`config.mk`:
```
export PLATFORM = sky130hd
export DESIGN_NAME = stage_buffer
export DESIGN_NICKNAME = d
export VERILOG_FILES = /design/src/rtl/stage_buffer_pkg.sv /design/src/rtl/stage_buffer_ram.sv /design/src/rtl/stage_buffer.sv
export SDC_FILE = /design/constraint.sdc
export NUM_CORES = 1
export LEC_CHECK = 0
export BUFFER_PORTS_ARGS = -buffer_cell sky130_fd_sc_hd__clkbuf_2
export CAP_MARGIN = 10
export CORE_ASPECT_RATIO = 1.75
export CORE_MARGIN = 4
export CORE_UTILIZATION = 56
export DETAILED_ROUTE_END_ITERATION = 10
export GPL_TIMING_DRIVEN = 0
export PLACE_DENSITY_LB_ADDON = 0.05
export SYNTH_ARGS = -nofsm -noshare
export SYNTH_HDL_FRONTEND = slang
export SYNTH_SLANG_ARGS = --single-unit
```
`constraint.sdc`:
```
create_clock -name clk -period 10.75 [get_ports clk]
set_input_delay 1.075 -clock clk [delete_from_list [all_inputs] [get_ports clk]]
set_output_delay 1.075 -clock clk [all_outputs]
set_load 0.01 [all_outputs]
```
`src/rtl/stage_buffer_pkg.sv`:
```
// CPU_buffer_bus: shared stage bus types, their widths and the stage_buffer count-width helper.
package CPU_buffer_bus;

   typedef struct packed {
      logic [31:0] pc;
      logic [31:0] pc_plus4;
      logic [31:0] instr;
   } if_id_bus_t;

   typedef struct packed {
      logic [31:0] pc;
      logic [31:0] rs1_val;
      logic [31:0] rs2_val;
      logic [31:0] imm;
      logic [4:0]  rd;
      logic [7:0]  ctrl;
   } id_ex_bus_t;

   typedef struct packed {
      logic [31:0] alu_res;
      logic [31:0] rs2_val;
      logic [4:0]  rd;
      logic [7:0]  ctrl;
   } ex_mem_bus_t;

   typedef struct packed {
      logic [31:0] wb_data;
      logic [4:0]  rd;
      logic        reg_we;
   } mem_wb_bus_t;

   localparam int unsigned IF_ID_W  = $bits(if_id_bus_t);
   localparam int unsigned ID_EX_W  = $bits(id_ex_bus_t);
   localparam int unsigned EX_MEM_W = $bits(ex_mem_bus_t);
   localparam int unsigned MEM_WB_W = $bits(mem_wb_bus_t);

   function automatic int unsigned stage_buffer_cnt_w(input int unsigned depth);
      return $clog2(depth + 1);
   endfunction

endpackage

```
`src/rtl/stage_buffer_ram.sv`:
```
// stage_buffer_ram: DEPTH x WIDTH register array, one write port, one asynchronous read port, no reset.
module stage_buffer_ram #(
   parameter int unsigned WIDTH = 96,
   parameter int unsigned DEPTH = 2,
   parameter int unsigned PTR_W = 1
) (
   input  logic             clk,
   input  logic             we,
   input  logic [PTR_W-1:0] waddr,
   input  logic [WIDTH-1:0] wdata,
   input  logic [PTR_W-1:0] raddr,
   output logic [WIDTH-1:0] rdata
);
   logic [WIDTH-1:0] mem [DEPTH];
   always_ff @(posedge clk) begin
      if (we) mem[waddr] <= wdata;
   end
   assign rdata = mem[raddr];
endmodule

```
`src/rtl/stage_buffer.sv`:
```
// stage_buffer: elastic valid/ready pipeline buffer with flush and bubble value.
// Define STAGE_BUFFER_BYPASS_EN for a zero-latency pass-through when the buffer is empty.
module stage_buffer
   import CPU_buffer_bus::*;
#(
   parameter int unsigned      WIDTH  = 96,
   parameter int unsigned      DEPTH  = 2,
   parameter logic [WIDTH-1:0] BUBBLE = '0
) (
   input  logic                                  clk,
   input  logic                                  rst,
   input  logic                                  flush,
   input  logic                                  in_valid,
   output logic                                  in_ready,
   input  logic [WIDTH-1:0]                      in_data,
   output logic                                  out_valid,
   input  logic                                  out_ready,
   output logic [WIDTH-1:0]                      out_data,
   output logic [stage_buffer_cnt_w(DEPTH)-1:0]  count
);
   localparam int unsigned      CNT_W = stage_buffer_cnt_w(DEPTH);
   localparam int unsigned      PTR_W = (DEPTH > 1) ? $clog2(DEPTH) : 1;
   localparam logic [PTR_W-1:0] LAST  = PTR_W'(DEPTH - 1);

   logic [PTR_W-1:0] wr_ptr_q, wr_ptr_d, rd_ptr_q, rd_ptr_d;
   logic [CNT_W-1:0] count_q, count_d;
   logic [WIDTH-1:0] rd_data;
   logic             stored, bypass_take, wr_en, rd_en;

   assign stored   = (count_q != '0);
   assign in_ready = !rst && (count_q != CNT_W'(DEPTH));
   assign count    = count_q;

`ifdef STAGE_BUFFER_BYPASS_EN
   logic bypass;
   assign bypass      = !stored && !flush;
   assign out_valid   = stored || (bypass && in_valid);
   assign out_data    = stored ? rd_data : (bypass && in_valid) ? in_data : BUBBLE;
   assign bypass_take = bypass && in_valid && out_ready;
`else
   assign out_valid   = stored;
   assign out_data    = stored ? rd_data : BUBBLE;
   assign bypass_take = 1'b0;
`endif

   // A bypassed item goes straight downstream and never occupies storage.
   assign wr_en = in_valid && in_ready && !flush && !bypass_take;
   assign rd_en = stored && out_ready;

   always_comb begin
      wr_ptr_d = wr_ptr_q;
      rd_ptr_d = rd_ptr_q;
      count_d  = count_q;
      if (flush) begin
         wr_ptr_d = '0;
         rd_ptr_d = '0;
         count_d  = '0;
      end else begin
         wr_ptr_d = wr_en ? ((wr_ptr_q == LAST) ? '0 : wr_ptr_q + 1'b1) : wr_ptr_q;
         rd_ptr_d = rd_en ? ((rd_ptr_q == LAST) ? '0 : rd_ptr_q + 1'b1) : rd_ptr_q;
         count_d  = count_q + CNT_W'(wr_en) - CNT_W'(rd_en);
      end
   end

   always_ff @(posedge clk) begin
      if (rst) begin
         wr_ptr_q <= '0;
         rd_ptr_q <= '0;
         count_q  <= '0;
      end else begin
         wr_ptr_q <= wr_ptr_d;
         rd_ptr_q <= rd_ptr_d;
         count_q  <= count_d;
      end
   end

   stage_buffer_ram #(.WIDTH(WIDTH), .DEPTH(DEPTH), .PTR_W(PTR_W)) u_ram (
      .clk   (clk),
      .we    (wr_en),
      .waddr (wr_ptr_q),
      .wdata (in_data),
      .raddr (rd_ptr_q),
      .rdata (rd_data)
   );

   assert property (@(posedge clk) disable iff (rst) count_q <= CNT_W'(DEPTH));
endmodule

```
### Word-level counts from Yosys, hierarchy flattened

Memories as Yosys holds them, arrays and structs flattened. A register that Yosys moved wholly into a read port is not among the register bits.
Cells that the tools add are included.
W data, S select, Z words.

* logic and storage cells: 24
* bits of input ports: 101
* memories: 1
* RAM bits: 192
* register bits: 4

Memories
* u_ram.mem: depth 2, bits a word 96, read ports 1, clocked after Yosys merged registers in 1, wr ports 1, line stage_buffer_ram.sv:14 `logic [WIDTH-1:0] mem [DEPTH];`

* reduce and logical (&&, ||, !) cells: 8
* eq/ne operators: 1
* $add $sub $neg: 4
* multiplexer cells: 7

Operators by type and width (number)
* $mux W96: 1
* $mux W1: 6
* $logic_and A1 B1 Y1: 4
* $add A1 B1 Y1 const B: 2
* $add A2 B1 Y2: 1
* $logic_not A1 Y1: 2
* $ne A2 B2 Y1 const B: 1
* $reduce_bool A2 Y1: 1
* $reduce_or A2 Y1: 1
* $sub A2 B1 Y2: 1

### Logic depth before layout (Yosys ltp)

* word-level depth: 6
* depth in mapped cells: 8

### By module

A second synthesis with hierarchy kept.

* cells, all modules: 434
* area total of the unflattened synthesis: 8116.5 sq um

By module, submodules not included
* stage_buffer_ram: instances 1, sequential area each 5765.5 sq um, area each 7140.6 sq um, cells an instance 301
* stage_buffer: instances 1, sequential area each 80.1 sq um, area each 975.9 sq um, cells an instance 133

### Worst setup path before layout

No wires, ideal clock.

* kind: input to register
* start: input rst
* end: memory u_ram.mem[0][0] (enable)
* path buffers: 0
* stages: 3
* path slack: 4.787 ns
* arrival time: 5.412 ns
* cells stage by stage: nor2_1 -> nand3_1 -> nor2_1

* word-level cells in the longest chain between the ends: 6

Ends and longest elaborated chain
* from (decl): line stage_buffer.sv:11 `input logic rst,`
* $logic_not A1 Y1: line stage_buffer.sv:31 `assign in_ready = !rst && (count_q != CNT_W'(DEPTH));`
* $logic_and A1 B1 Y1: line stage_buffer.sv:31
* $logic_and A1 B1 Y1 (2 in series): line stage_buffer.sv:47 `assign wr_en = in_valid && in_ready && !flush && !bypass_take;`
* $mux W1: line stage_buffer_ram.sv:16 `if (we) mem[waddr] <= wdata;`
* $mux W1 (not written as such): line stage_buffer_ram.sv:16
* to (decl): line stage_buffer_ram.sv:14

Every way passes these cells.

### Worst setup path in the final report

* start: register count_q[1] (netlist: count[1])
* end: output out_data[62]

* word-level cells in the longest chain between the ends: 2

Ends and longest elaborated chain
* from (decl): line stage_buffer.sv:26 `logic [CNT_W-1:0] count_q, count_d;`
* from (signal assigned): line stage_buffer.sv:73 `count_q <= count_d;`
* $reduce_bool A2 Y1: line stage_buffer.sv:30 `assign stored = (count_q != '0);`
* $mux W96: line stage_buffer.sv:42 `assign out_data = stored ? rd_data : BUBBLE;`
* to (decl): line stage_buffer.sv:18 `output logic [WIDTH-1:0] out_data,`

Every way passes these cells.

==> impl_metrics.env <==
export IMPL_grt_ovfl_total=0
export IMPL_antennaDiodeCount=0
export IMPL_start_util_pct=57.6
export IMPL_cts_resized_gates=0
export IMPL_cts_buffers=17
export IMPL_p_leak_nw=3.46
export IMPL_power_density_mw_per_mm2=161
export IMPL_power_mw=1.51
export IMPL_fill_cells=926
export IMPL_worstPathCellList="nor2_4 > clkbuf_1 > nor2_1 > clkbuf_2"
export IMPL_cts_root_buf="clkbuf_16"
export IMPL_finalMaxSlewViolations=0
export IMPL_port_buffers=200
export IMPL_grt_pass1_wl_um=22100
export IMPL_dp_hpwl_um=10500
export IMPL_grt_usage_pct=19.2
export IMPL_clock_latency_ns=0.42
export IMPL_place_ws_ns=7.83
export IMPL_final_util_pct=71.9
export IMPL_arrival_ns=1.79
export IMPL_crit_required_ns=9.68
export IMPL_ys_async_sr_fraction_pct=0
export IMPL_cts_setup_buffers=0
export IMPL_synthFlopType="edfxtp_1"
export IMPL_drive_above_1_share_pct=37.6
export IMPL_yosysTopAreaCell="edfxtp_1"
export IMPL_setup_slack_ns=7.89
export IMPL_syn_inst=433
export IMPL_timing_hold_ws_ns=0.558
export IMPL_postLayoutCellArea_sq_mm=0.00940
export IMPL_die_w_um=95.7
export IMPL_ys_top_cells_by_area="edfxtp_1 77%, mux2i_1 13%, nor2_1 4.9%, dfxtp_1 1.3%, buf_12 1.1%"
export IMPL_nets=759
export IMPL_cts_sinks=197
export IMPL_slowest_delay_ns=0.39
export IMPL_synth_cell_types=25
export IMPL_max_vdd_ir_drop_v=0.000110
export IMPL_rsz0062_at_grt="no"
export IMPL_grt_max_degree=51
export IMPL_synth_area_sq_mm=0.00753
export IMPL_dieArea_sq_mm=0.0154
export IMPL_fin_cells=839
export IMPL_avgSynthCellArea_sq_um=17.4
export IMPL_seq_area_frac_synth_pct=77.9
export IMPL_clk_transition_reported_paths_ns=0.07
export IMPL_cap_viol_max_count=0
export IMPL_cpMaxStageDelayCell="clkbuf_1"
export IMPL_gp_congestion=0.742
export IMPL_rows=55
export IMPL_synth_most_common_cell="edfxtp_1"
export IMPL_ioPinCount=201
export IMPL_hold_viol_final=0
export IMPL_holdCritPathClass="reg2reg"
export IMPL_ant_nets=0
export IMPL_synthDominantCellAreaShare_pct=76.6
export IMPL_drt_initial_drc_count=175
export IMPL_post_drt_wl_per_cell_um=16.9
export IMPL_dpl_cell_area_sq_mm=0.00885
export IMPL_worstMarginPinSlew_ns=0.680
export IMPL_yosysWarnings=0
export IMPL_finalWirelength_um=14200
export IMPL_setup_worst_path_class="reg2out"
export IMPL_firstDrtPassIters=4
export IMPL_ys_ff_latch=197
export IMPL_drc=0
export IMPL_outcome="completed"
export IMPL_antenna_found_initial=0
export IMPL_crit_fanout=10
export IMPL_skew_ns=0.0106
export IMPL_synth_edf_count=192
export IMPL_fmax_ghz=0.350
export IMPL_grt_pass1_vias=4641
export IMPL_period_needed_ns=2.86
export IMPL_ys_top_cells_by_count="192 x edfxtp_1, 98 x nor2_1, 96 x mux2i_1"
export IMPL_tns_ns=0
export IMPL_area_growth_pct=24.8
export IMPL_start_kind="flop"
export IMPL_htreeDepth=4
export IMPL_dp_cells=808
export IMPL_num_vias=4239
export IMPL_end_kind="primary output"
export IMPL_synth_nets=536
export IMPL_fp_dieH_um=161
export IMPL_core_area_sq_mm=0.0131
export IMPL_period_share_pct=26.6
export IMPL_avgViaCountPerCell=5.05
export IMPL_cts_hold_fix_buffers=0
export IMPL_setup_viol=0
export IMPL_cts_max_path_buffers=2
export IMPL_maxSlewHeadroom_pct=54.6
export IMPL_cts_tree="yes"
==> cells by family after synthesis <==
family / after synthesis / synth area share, %
AO/OA/AOI/OAI: 2 / 0.150
XOR/XNOR: 3 / 0.349
adder cells (fa/ha/maj): 2 / 0.332
buffers and inverters: 24 / 2.73
flip-flops: 197 / 77.9
multiplexers: 96 / 12.8
AND/OR/NAND/NOR: 109 / 5.78
==> registers in the layout, indices dropped and copies added, names as in the netlist, named ones only <==
| name | flops |
|---|---|
| u_ram.mem | 192 |
| count | 2 |
| rd_ptr_q | 1 |
| wr_ptr_q | 1 |
==> routing by layer <==
metal | track usage (%) | wire [um] | vias to the layer above
li1 | - | - | 2051
met1 | 20.0 | 4800 | 1997
met2 | 34.4 | 7810 | 159
met3 | 6.43 | 1150 | 32
met4 | 7.84 | 416 | 0
met5 | 0 | 0 | -
==> area by class of cell <==
| cell class | count | area (sq um) | area share (%) |
|---|---|---|---|
| tap | 171 | 214 | 2.28 |
| inverter | 3 | 11.3 | 0.120 |
| sequential | 197 | 5870 | 62.4 |
| buffer | 21 | 194 | 2.06 |
| multi-input combinational | 212 | 1470 | 15.7 |
| clock buffer | 18 | 429 | 4.57 |
| clock inverter | 13 | 114 | 1.21 |
| timing repair buffer | 204 | 1100 | 11.7 |
==> placed cells by master, fill, tap and decap left out, types with 2 or more instances in the layout <==
cell          n
edfxtp_1    192
buf_4         8
clkinv_4      2
clkinvlp_4    2
clkbuf_2    200
buf_1         5
inv_6         5
clkbuf_1      2
inv_8         3
and2_1        3
nor3_1        2
mux2i_1      96
xnor2_1       2
clkbuf_16    17
dfxtp_1       5
nor2_4        2
buf_12        6
buf_16        2
inv_1         3
ha_1          2
nor2_1       97
==> worst paths after layout <==
path              slack [ns]                   endpoint             startpoint  cells after the start
hold reg to reg         0.56      wr_ptr_q$_SDFFE_PP0P_  wr_ptr_q$_SDFFE_PP0P_                      2
hold / removal          0.56      wr_ptr_q$_SDFFE_PP0P_  wr_ptr_q$_SDFFE_PP0P_                      2
setup / recovery        7.89               out_data[62]    count[1]$_SDFF_PP0_                      4
setup reg to reg        8.66  u_ram.mem[1][4]$_DFFE_PP_    count[0]$_SDFF_PP0_                      4
==> power by group <==
group	leakage [nW]	internal, mW	switching, mW
clock network	0.262	0.303	0.275
registers	1.78	0.858	0.00371
logic	1.41	0.0316	0.0403
==> critical path: cells and delay by family, from the launching register on <==
kind | cells | cell delay, ns
buffers and inverters | 2 | 0.55
DFF | 1 | 0.38
and+or+nand+nor | 2 | 0.43
(Power assumes the default switching activity.)
